[config.mk]
export PLATFORM = sky130hd
export DESIGN_NAME = fetch_unit
export DESIGN_NICKNAME = d
export VERILOG_FILES = /design/src/rtl/fetch_unit.sv
export SDC_FILE = /design/constraint.sdc
export NUM_CORES = 1
export LEC_CHECK = 0
export CORE_MARGIN = 2
export CORE_UTILIZATION = 35
export DETAILED_ROUTE_END_ITERATION = 10
export DONT_BUFFER_PORTS = 1
export HOLD_SLACK_MARGIN = 0.02
export PLACE_DENSITY = 0.47
export SLEW_MARGIN = 15
export SYNTH_ARGS = -nofsm -noshare
export SYNTH_HDL_FRONTEND = slang
export SYNTH_SLANG_ARGS = --single-unit
[constraint.sdc]
create_clock -name clk -period 1.97 [get_ports clk]
set_input_delay 0.0985 -clock clk [delete_from_list [all_inputs] [get_ports clk]]
set_output_delay 0.0985 -clock clk [all_outputs]
set_load 0.02 [all_outputs]
[src/rtl/fetch_unit.sv]
// Instruction fetch stage: owns the PC and drives the IF/ID pipeline register.
// Fetch stops on a halt opcode and resumes only after a redirect or a reset.
module fetch_unit #(
   parameter logic [7:0] RESET_PC    = 8'h00,
   parameter logic [3:0] HALT_OPCODE = 4'h4
) (
   input  logic        clk,
   input  logic        reset,
   output logic [7:0]  imem_addr,
   input  logic [15:0] imem_instr,
   input  logic        stall,
   input  logic        flush,
   input  logic        redirect_valid,
   input  logic [7:0]  redirect_pc,
   output logic [15:0] ifid_instr,
   output logic [7:0]  ifid_pc,
   output logic [7:0]  ifid_pc_plus1,
   output logic        ifid_valid,
   output logic        halted
);

   localparam int unsigned AW = 8;

   typedef enum logic {RUN = 1'b0, HALT = 1'b1} state_t;

   state_t        state;
   logic [AW-1:0] pc;
   logic          is_halt_op;

   assign imem_addr  = pc;
   assign is_halt_op = (imem_instr[15:12] == HALT_OPCODE);

   // Priority per edge: reset, redirect, halt hold, flush, stall, normal fetch.
   always_ff @(posedge clk) begin
      if (reset) begin
         state         <= RUN;
         pc            <= RESET_PC;
         ifid_instr    <= 16'h0000;
         ifid_pc       <= 8'h00;
         ifid_pc_plus1 <= 8'h00;
         ifid_valid    <= 1'b0;
         halted        <= 1'b0;
      end else if (redirect_valid) begin
         state      <= RUN;
         halted     <= 1'b0;
         pc         <= redirect_pc;
         ifid_valid <= 1'b0;
      end else if (state == HALT) begin
         ifid_valid <= 1'b0;
      end else if (flush) begin
         ifid_valid <= 1'b0;
      end else if (!stall) begin
         ifid_instr    <= imem_instr;
         ifid_pc       <= pc;
         ifid_pc_plus1 <= AW'(pc + AW'(1));
         ifid_valid    <= 1'b1;
         // The halt instruction itself is delivered; the PC parks on it.
         if (is_halt_op) begin
            state  <= HALT;
            halted <= 1'b1;
         end else begin
            pc <= AW'(pc + AW'(1));
         end
      end
   end

endmodule

Word level (Yosys, flattened, before mapping)
Cells that the tools add are included.
W data, S select, Z words.

operators by class
  add/subtract/negate cells = 1
  bitwise logic cells = 4
  mux-type cells = 9
  reduce and logical (&&, ||, !) cells = 5
  eq/ne operators = 5

operator list
  kind                   number
  $mux W8                5
  $reduce_and A4 Y1      3
  $add A8 B1 Y8 const B  1
  $eq A4 B3 Y1 const B   1
  $mux W1                4
  $ne A2 B1 Y1 const B   2
  $ne A2 B2 Y1 const B   2
  $not A1 Y1             4
  $reduce_or A4 Y1       1
  $reduce_or A2 Y1       1

word-level totals
  input port bits = 29
  register bits after elaboration = 43
  logic and storage cells = 31
  output and inout port bits = 42

Logic depth before layout (Yosys ltp)
Gate-level depths: netlist of run 1.

  depth after elaboration = 6
  mapped depth = 7
  gate-level depth less buffers = 5

Least setup slack after synthesis of run 1
No wires, ideal clock.

  path kind = register to register
  start point = register pc[0], in the netlist imem_addr[0]
  end point = register pc[6], in the netlist imem_addr[6]
  cell stages (with the launch flop) = 6
  clock period less this slack = 1.546 ns
  required time = 1.884 ns
  arrival = 1.461 ns
  setup slack = 0.424 ns
  cells stage by stage = dfxtp_1 ha_1 nand3_1 nor4_2 xnor2_1 a211oi_1

between the ends
  longest elaborated chain between the ends = 6

ends and longest elaborated chain
  item                    RTL line  text
  from (decl)             27        logic [AW-1:0] pc;
  from (signal assigned)  46        pc <= redirect_pc;
  from (signal assigned)  62        pc <= AW'(pc + AW'(1));
  $add A8 B1 Y8           62
  $mux W8                 58        if (is_halt_op) begin
  $mux W8                 52        end else if (!stall) begin
  $mux W8                 50        end else if (flush) begin
  $mux W8                 48        end else if (state == HALT) begin
  $mux W8                 43        end else if (redirect_valid) begin

Every way passes these cells. The select of a mux whose other input is x is not followed.
A chain may end at the register's enable or synchronous reset.

Worst setup path in the final report of run 1
  start point = register state
  end point = register pc[5], in the netlist imem_addr[5]

between the ends
  longest elaborated chain between the ends = 2

ends and longest elaborated chain
  item                                RTL line  text
  from (decl)                         26        state_t state;
  from (signal assigned)              36        state <= RUN;
  from (signal assigned)              44        state <= RUN;
  from (signal assigned)              59        state <= HALT;
  $ne A2 B2 Y1 (no source line)       --
  $reduce_and A4 Y1 (no source line)  --

Every way passes these cells.

==> results of run 1 <==
-- sequential cells by signal (all words and copies together) (netlist names) --
register / count
ifid_pc_plus1: 8
ifid_valid: 1
imem_addr: 8
ifid_instr: 16
state: 1
ifid_pc: 8
halted: 1
-- logic make-up after synthesis --
family	share of synthesized area, %
simple gates	22.95
compound gates	15.62
fa+ha+maj	0.7330
buf+inv	4.105
flops	50.44
xor+xnor	6.158
-- final cells by class --
| class | count | area [sq um] | area share [%] |
|---|---|---|---|
| inverters | 2 | 7.507 | 0.3365 |
| repair buffers | 39 | 385.4 | 17.27 |
| multi-input cells | 148 | 775.7 | 34.77 |
| well taps | 67 | 83.83 | 3.758 |
| flip-flops and latches | 43 | 860.8 | 38.59 |
| clock inverters | 2 | 35.03 | 1.570 |
| clock buffers | 6 | 82.58 | 3.702 |
-- metal layers --
| metal | routed length [microns] | vias to the layer above |
|---|---|---|
| met2 | 2213 | 60 |
| met1 | 1901 | 702 |
| li1 | - | 756 |
| met4 | 38 | 0 |
| met5 | 0 | - |
| met3 | 387 | 4 |
-- through the flow --
stage	power, W	utilization, %	area [sq um]
floorplan	0.001091	-	1707
global placement	0.001124	38.60	1823
detailed placement	0.001129	38.60	1823
CTS	0.001903	47.23	2231
global route	0.001960	47.23	2231
finish	0.001886	47.23	2231
-- power groups by stage --
stage,Sequential [W],Clock [W],Combinational (W)
CTS,0.000959,0.000733,0.000211
floorplan,0.000993,0,0.0000984
global placement,0.000980,0,0.000144
finish,0.000959,0.000717,0.000210
detailed placement,0.000980,0,0.000148
global route,0.000964,0.000763,0.000233
-- cell usage in the layout (no fill, tap or decap), types with 2 or more instances in the layout --
master | Yosys | layout
nand2_1 | 56 | 56
dfxtp_1 | 43 | 43
a21oi_1 | 28 | 28
dlygate4sd3_1 | 0 | 27
nor2_1 | 18 | 18
a211oi_1 | 13 | 13
xnor2_1 | 10 | 10
buf_4 | 1 | 10
nor3_1 | 6 | 6
clkbuf_8 | 0 | 6
or3_1 | 2 | 2
nand3_1 | 2 | 2
xor2_1 | 2 | 2
nor4_2 | 2 | 2
buf_12 | 0 | 2
-- path summary, 6_finish.rpt --
kind         slack [ns]  cells after the start                 startpoint                         to
max                0.30                      4           state$_SDFF_PP0_  imem_addr[5]$_SDFFE_PP0P_
min                0.06                      3                      flush           state$_SDFF_PP0_
max reg2reg        0.30                      4           state$_SDFF_PP0_  imem_addr[5]$_SDFFE_PP0P_
min reg2reg        0.51                      2  imem_addr[5]$_SDFFE_PP0P_    ifid_pc[5]$_SDFFE_PP0P_
-- worst min-delay path: stages --
cell and delay (ns):
nor2_1 0.02, a21oi_1 0.14, nor3_1 0.05
==> results.cfg, run 1 <==
[synth]
ys_seq_area_share_pct = 50.44
synthesis.nets = 236
synth_top_area_share_pct = 50.44
synthArstFlopShare_pct = 0
yosysMostFrequentCell = nand2_1
synth_cell_type_count = 26
synth_cells = 206
synth_seq_cells = 43
syn_avg_cell_area_sq_um = 8.285
yosys_warnings = 0
synth-edff-count = 0
synth.cell_area_sq_mm = 0.001707
synth_top_cell_by_area = dfxtp_1
synth_ff_type = dfxtp_1
synth_common_cells = 56 x nand2_1, 43 x dfxtp_1, 28 x a21oi_1, 18 x nor2_1, 13 x a211oi_1
synth_area_leaders = dfxtp_1 50%, nand2_1 12%, a21oi_1 8.2%, a211oi_1 5.7%, xnor2_1 5.1%

[clock_network]
cts_tree = yes
post-cts-setup-buffers = 0
cts_buffers = 5
cts.sinks = 43
cts_root_buffer = clkbuf_8
path_clk_slew_ns = 0.08
htreeDepth = 2
cts_resized = 0
clk_latency_ns = 0.30
ctsLongestPathBuffers = 2
ctsHoldBuffers = 28

[sta]
fin_skew_ns = 0.006489
post-route-period-util_pct = 84.96
period_minus_slack_ns = 1.674
max_freq_mhz = 597.5
setup_slack_ns = 0.2963
drv_slew = 0
slew_headroom_pct = 71.34
setup_viol = 0
rsz0062_at_grt = false
hold_ws_ns = 0.05895
tightest_slew_ns = 0.4273
finalHoldViolations = 0
setup_tns_ns = 0

[setup_path]
crit_arrival_ns = 1.87
max_stage_delay_ns = 0.50
end_kind = register
cp_num_buf_inv = 0
critPathTopFamily = simple AND/OR/NAND/NOR gates
cp-start-kind = register
worstSetupPathType = reg2reg
worstPathCellList = or3_1 -> nor4_2 -> xnor2_1 -> a211oi_1
worst_path_max_delay_cell = or3_1
cp_max_fo = 8
worstPathRequired_ns = 2.17

[placement]
hpwlAfterDp_microns = 2959
place_congestion = 0.7896
dp_slack_ns = 0.3480
port_buffers = 0
dp_cells = 271

[die]
die-area_sq_mm = 0.005451
die_h_microns = 73.83
initial_core_util_pct = 36.13
core_area_sq_mm = 0.004723
io_pins = 71
die-width_microns = 73.83
num_rows = 25

[layout]
syn_to_final_growth_pct = 30.72
drive_gt1_share_pct = 10.00
fill_cells = 466
nNetsFinal = 269
layout.cells.non_filler = 307
n_antenna_cell = 0

[routing]
post_drt_wl_per_cell_microns = 14.79
drtIter0Drc = 100
num_vias = 1522
vias_per_cell = 4.958
final_antenna_net_count = 0
route.detailed.drc = 0
routed_wl_microns = 4540
firstDrtPassIters = 5

[min_path]
hold_class = in2reg

[grt]
antenna_found_initial = 0
grt.overflow.total = 0
grt-busiest-layer = met2
grt_max_degree = 45
use_met2_pct = 29.07
met3_usage_pct = 6.996
grt_pass1_wl_microns = 7320
grt_usage_pct = 17.66
grt_pass1_vias = 1537
use_met1_pct = 21.07

[pwr]
power_frac_comb_pct = 11.1
clkPwrFrac_pct = 38.0
internal_power_w = 0.001413
power_density_mw_per_mm2 = 845.3
p_leak_nw = 0.7554
peakVddDrop_mv = 0.3247
pwr-share-seq_pct = 50.8
p_sw_share_pct = 25.07
p_switching_w = 0.0004728

[run_status]
status = finished clean

[flow_run]
cap_violations = 0
(Power assumes the default switching activity.)
==> inputs of run 2 (changes only) <==
--- a/config.mk
+++ b/config.mk
@@ -5,12 +5,13 @@
 export SDC_FILE = /design/constraint.sdc
 export NUM_CORES = 1
 export LEC_CHECK = 0
+export ABC_AREA = 1
 export CORE_MARGIN = 2
 export CORE_UTILIZATION = 35
 export DETAILED_ROUTE_END_ITERATION = 10
 export DONT_BUFFER_PORTS = 1
 export HOLD_SLACK_MARGIN = 0.02
-export PLACE_DENSITY = 0.47
+export PLACE_DENSITY = 0.49
 export SLEW_MARGIN = 15
 export SYNTH_ARGS = -nofsm -noshare
 export SYNTH_HDL_FRONTEND = slang
==> constraint.sdc (replaced) <==
create_clock -name clk -period 1.4 [get_ports clk]
set_input_delay 0.07 -clock clk [delete_from_list [all_inputs] [get_ports clk]]
set_output_delay 0.07 -clock clk [all_outputs]
set_load 0.02 [all_outputs]
==> results.cfg, run 2 <==
[sta]
setup_tns_ns = 0
fin_skew_ns = 0.008911
post-route-period-util_pct = 91.15
drv_slew = 0
setup_viol = 0
finalHoldViolations = 0
tightest_slew_ns = 0.4064
rsz0062_at_grt = false
slew_headroom_pct = 72.82
max_freq_mhz = 783.7
period_minus_slack_ns = 1.276

[routing]
routed_wl_microns = 4833
final_antenna_net_count = 0
route.detailed.drc = 0
vias_per_cell = 4.702
drtIter0Drc = 71
num_vias = 1688
post_drt_wl_per_cell_microns = 13.46
firstDrtPassIters = 4

[min_path]
hold_class = in2reg

[setup_path]
max_stage_delay_ns = 0.78
worst_path_max_delay_cell = dlygate4sd3_1
cp_max_fo = 20
end_kind = register
cp_num_buf_inv = 3
cp-start-kind = input pin
critPathTopFamily = buffers and inverters
worstSetupPathType = in2reg
crit_arrival_ns = 1.52
cpMostUsedCell = nand2_1
worstPathRequired_ns = 1.64
worstPathCellList = dlygate4sd3_1 -> nor2_8 -> inv_2 -> nand2_1 -> o21ai_1 -> nand2_1 -> inv_1

[layout]
regMostFlops = ifid_instr
nNetsFinal = 319
final_cell_mix = 56 x nor2_1, 43 x nand2_1, 41 x dfxtp_1
syn_to_final_growth_pct = 28.43
fin_util_pct = 45.96
final_common_cell = nor2_1
final_area_sq_mm = 0.002317
n_antenna_cell = 0
largest_register_ffs = 16
drive_gt1_share_pct = 11.07

[grt]
grt.overflow.total = 0
grt_pass1_vias = 1487
use_met2_pct = 23.85
grt_max_degree = 21
antenna_found_initial = 0
use_met1_pct = 25.08
grt-busiest-layer = met1
grt_pass1_wl_microns = 7314
met3_usage_pct = 5.820
grt_usage_pct = 17.23

[clock_network]
htreeDepth = 2
ctsLongestPathBuffers = 2
cts_buffers = 5
cts_root_buffer = clkbuf_8
path_clk_slew_ns = 0.08
post-cts-setup-buffers = 0
cts.sinks = 43
clk_latency_ns = 0.29
cts_tree = yes

[die]
die-width_microns = 75.80
core_area_sq_mm = 0.005042
initial_core_util_pct = 35.78
die_h_microns = 75.80
io_pins = 71
num_rows = 26
die-area_sq_mm = 0.005745

[synth]
yosys_warnings = 0
ys_seq_area_share_pct = 47.71
synth_area_leaders = dfxtp_1 48%, nor2_1 12%, o21ai_0 9.4%, nand2_1 9.2%, a21oi_1 4.7%
synth-edff-count = 0
syn_avg_cell_area_sq_um = 7.160
synthArstFlopShare_pct = 0
synth_cell_type_count = 22
synth_top_area_share_pct = 47.71
synth_ff_type = dfxtp_1
synth_common_cells = 56 x nor2_1, 44 x nand2_1, 43 x dfxtp_1, 34 x o21ai_0, 20 x inv_1
synth_seq_cells = 43
synth_top_cell_by_area = dfxtp_1
synth_cells = 252
yosysMostFrequentCell = nor2_1
synth.cell_area_sq_mm = 0.001804
synthesis.nets = 282

[pwr]
peakVddDrop_mv = 0.4591
p_leak_nw = 1.017
power_density_mw_per_mm2 = 1088

[run_status]
status = finished clean

[placement]
place_congestion = 0.7976
dpl_cell_area_sq_mm = 0.001937
port_buffers = 0
hpwlAfterDp_microns = 3350

[flow_run]
cap_violations = 0
[run 2: cell types whose count changed in the layout (fill, tap and decap cells not counted), sizes merged, moves of 9 or more]
cell / delta
nor2: +39
o21ai: +35
inv: +20
a211oi: -13
a21oi: -11
nand2: -11
nand3: +10
xnor2: -9
[run 2: worst register-to-register path, cell delays in order, from the launching register on]
cell and delay, ns:
dfxtp_1 0.46, nand2_1 0.08, nor2_1 0.19, nand3_1 0.10, nand2_1 0.11, nor2_1 0.05
nor2_1 0.09, nor2_1 0.04
[run 2: what timing repair did]
action | in CTS | in global routing
hold endpoints to repair | 30 | 1
hold buffers | 26 | 1
setup endpoints to repair | 0 | 3
resized for setup | 0 | 7
[run 2: area by class of cell]
cell class | instances | area [sq um]
fillers | 532 | 2725
inverters | 21 | 78.83
repair buffers | 43 | 390.4
clock buffers | 6 | 82.58
multi-input cells | 175 | 809.5
well taps | 70 | 87.58
clock inverters | 1 | 5.005
flip-flops and latches | 43 | 863.3
[run 2: logic make-up after synthesis]
family	Yosys count	synth area share, %
and+or+nand+nor	118	27.12
AOI/OAI and AO/OA	55	15.46
DFF	43	47.71
buffers and inverters	34	8.529
xor gates and xnor gates	1	0.4855
adders and majority gates	1	0.6934
[run 2: per-layer routing]
| metal | up-vias | share of wire [%] |
|---|---|---|
| met5 | - | 0 |
| met4 | 0 | 1.1 |
| met3 | 5 | 6.4 |
| met2 | 45 | 42 |
| met1 | 757 | 50 |
| li1 | 881 | - |
[run 2: path summary, 6_finish.rpt]
kind | slack (ns) | cells after the start | startpoint | to
worst max register to register | 0.16 | 7 | imem_addr[2]$_SDFFE_PP0P_ | imem_addr[7]$_SDFFE_PP0P_
worst min register to register | 0.52 | 2 | state$_SDFF_PP0_ | state$_SDFF_PP0_
worst min-delay path | 0.03 | 3 | redirect_valid | imem_addr[2]$_SDFFE_PP0P_
worst max-delay path | 0.12 | 7 | redirect_valid | ifid_pc_plus1[5]$_SDFFE_PP0P_
[run 2: stage by stage]
step	hold WS [ns]	power, W	worst slack, ns	cells
after floorplan	0.2049	0.001588	0.03957	252
after global placement	0.1402	0.001666	0.1456	325
after detailed placement	0.1422	0.001666	0.09915	325
after CTS	0.02231	0.002546	0.06193	358
after global routing	0.02280	0.002658	0.006982	359
final	0.03276	0.002522	0.1239	359
[run 2: power by group]
group	total [W]	switching, W	internal [W]
Combinational	0.000322	0.000176	0.000145
Sequential	0.00139	0.000107	0.00128
Clock	0.000809	0.000421	0.000388
==> inputs of run 3 (changes only) <==
--- a/config.mk
+++ b/config.mk
@@ -5,13 +5,13 @@
 export SDC_FILE = /design/constraint.sdc
 export NUM_CORES = 1
 export LEC_CHECK = 0
-export ABC_AREA = 1
 export CORE_MARGIN = 2
 export CORE_UTILIZATION = 35
 export DETAILED_ROUTE_END_ITERATION = 10
 export DONT_BUFFER_PORTS = 1
 export HOLD_SLACK_MARGIN = 0.02
 export PLACE_DENSITY = 0.49
+export SETUP_SLACK_MARGIN = 0.02
 export SLEW_MARGIN = 15
 export SYNTH_ARGS = -nofsm -noshare
 export SYNTH_HDL_FRONTEND = slang
==> results.cfg, run 3 (synthesized netlist as in run 1, its figures left out) <==
[placement]
place_congestion = 0.7867
dp_slack_ns = -0.1495
port_buffers = 0
hpwlAfterDp_microns = 2998

[routing]
routed-wl-met2_microns = 2285
drtIter0Drc = 67
routed_wl_microns = 4615
wl_met1_microns = 1914
wl_met3_microns = 343
route.detailed.drc = 0
vias_per_cell = 5.000
firstDrtPassIters = 4
routed.top_layer = met4
post_drt_wl_per_cell_microns = 14.74
num_vias = 1565
final_antenna_net_count = 0

[pwr]
peakVddDrop_mv = 0.5841
power_density_mw_per_mm2 = 1057
power_w = 0.002471
p_leak_nw = 0.7760

[clock_network]
htreeDepth = 2
clk_latency_ns = 0.30
cts.sinks = 43
ctsLongestPathBuffers = 2
cts_buffers = 5
path_clk_slew_ns = 0.08
cts_tree = yes
ctsHoldBuffers = 28
cts_root_buffer = clkbuf_8

[setup_path]
r2r-end = imem_addr[2]$_SDFFE_PP0P_
worstPathRequired_ns = 1.61
end_kind = register
worstSetupPathType = reg2reg
r2r_slack_ns = -0.01
cp-start-kind = register
critPathTopFamily = simple AND/OR/NAND/NOR gates
cp_num_buf_inv = 0
worstPathCellList = or3_4 -> nor3b_1 -> xnor2_1 -> a211oi_1
crit_arrival_ns = 1.62
worst_path_max_delay_cell = or3_4
r2r_start = state$_SDFF_PP0_
max_stage_delay_ns = 0.41
rr_worst_depth = 4
cp_max_fo = 8

[run_status]
violations = negative hold slack, negative setup slack
status = complete, but fails checks

[die]
io_pins = 71
die-area_sq_mm = 0.005451
core_area_sq_mm = 0.004723
initial_core_util_pct = 36.13
die_h_microns = 73.83
die-width_microns = 73.83
num_rows = 25

[sta]
setup_slack_ns = -0.01266
max_freq_mhz = 707.9
post-route-period-util_pct = 100.9
rsz0062_at_grt = true
period_minus_slack_ns = 1.413
fin_skew_ns = 0.007953
tightest_slew_ns = 0.3278
slew_headroom_pct = 77.99
finalHoldViolations = 1
drv_slew = 0
setup_viol = 4
hold_ws_ns = -0.1340

[layout]
fill_cells = 470
fin_util_pct = 49.51
largest_register_ffs = 16
drive_gt1_share_pct = 19.92
multiInputGateArea_sq_um = 862.1
final_cell_mix = 56 x nand2_1, 39 x dfxtp_1, 27 x dlygate4sd3_1
regMostFlops = ifid_instr
seqCellArea_sq_um = 865.8
nNetsFinal = 275
final_common_cell = nand2_1
n_antenna_cell = 0
syn_to_final_growth_pct = 37.02

[min_path]
whs_path_depth = 1
hold_end = ifid_valid$_SDFFE_PP0N_
hold_class = in2reg
hp-start = stall

[grt]
grt_pass1_vias = 1544
grt_max_degree = 45
antenna_found_initial = 0
grt_pass1_wl_microns = 7196
grt_usage_pct = 17.69
grt.overflow.total = 0

[flow_run]
cap_violations = 0
## run 3: cell count changes in the layout (fill, tap and decap cells not counted), sizes merged, moves of 9 or more
cell / delta
nand2: +11
nor2: -39
inv: -20
nand3: -10
a211oi: +13
o21ai: -35
xnor2: +9
a21oi: +11
## run 3: worst max-delay path by stage
stage          cells past startpoint                      start                             to
6_report                           4           state$_SDFF_PP0_      imem_addr[2]$_SDFFE_PP0P_
5_1_grt                            4           state$_SDFF_PP0_      imem_addr[6]$_SDFFE_PP0P_
4_1_cts                            4           state$_SDFF_PP0_      imem_addr[6]$_SDFFE_PP0P_
3_5_place_dp                       4           state$_SDFF_PP0_      imem_addr[1]$_SDFFE_PP0P_
3_3_place_gp                       5           state$_SDFF_PP0_  ifid_pc_plus1[2]$_SDFFE_PP0P_
2_1_floorplan                      5  imem_addr[0]$_SDFFE_PP0P_      imem_addr[6]$_SDFFE_PP0P_
## run 3: what timing repair did
action / in CTS / in global routing
gates resized for setup: 3 / 15
hold endpoints to repair: 43 / 1
setup buffers: 0 / 0
cloned: 0 / 0
setup endpoints to repair: 40 / 39
pin swaps: 1 / 2
## run 3: layout make-up
class	instances	share of cell area (%)
well taps	67	3.585
clock inverters	3	0.8561
repair buffers	45	18.41
multi-input cells	148	36.86
flip-flops and latches	43	37.03
inverters	2	0.3210
clock buffers	5	2.943
## run 3: stage by stage
stage / setup TNS (ns) / cell area [sq um] / std cells
CTS: -0.003389 / 2272 / 313
floorplan: -0.02367 / 1727 / 206
finish: -0.01607 / 2338 / 313
global placement: -1.059 / 1881 / 277
detailed placement: -2.229 / 1881 / 277
global route: -0.9136 / 2338 / 313
## run 3: worst reg2reg max path, cell delays in order, from the launching register on
cell      delay [ns]
dfxtp_2         0.32
or3_4           0.41
nor3b_1         0.27
xnor2_1         0.09
a211oi_1        0.22
## run 3: layer usage
| metal | track usage [%] | up-vias |
|---|---|---|
| met5 | 0 | - |
| met4 | 6.667 | 0 |
| met3 | 6.310 | 9 |
| met2 | 30.65 | 59 |
| met1 | 19.75 | 730 |
| li1 | - | 767 |
## run 3: where the power goes
| part | total [W] | switching [W] | leakage, nW | internal (W) |
|---|---|---|---|---|
| clock | 0.000797 | 0.000450 | 0.0402 | 0.000347 |
| sequential | 0.00135 | 0.0000801 | 0.352 | 0.00127 |
| combinational | 0.000321 | 0.000167 | 0.384 | 0.000153 |
| total | 0.00247 | 0.000697 | 0.776 | 0.00177 |
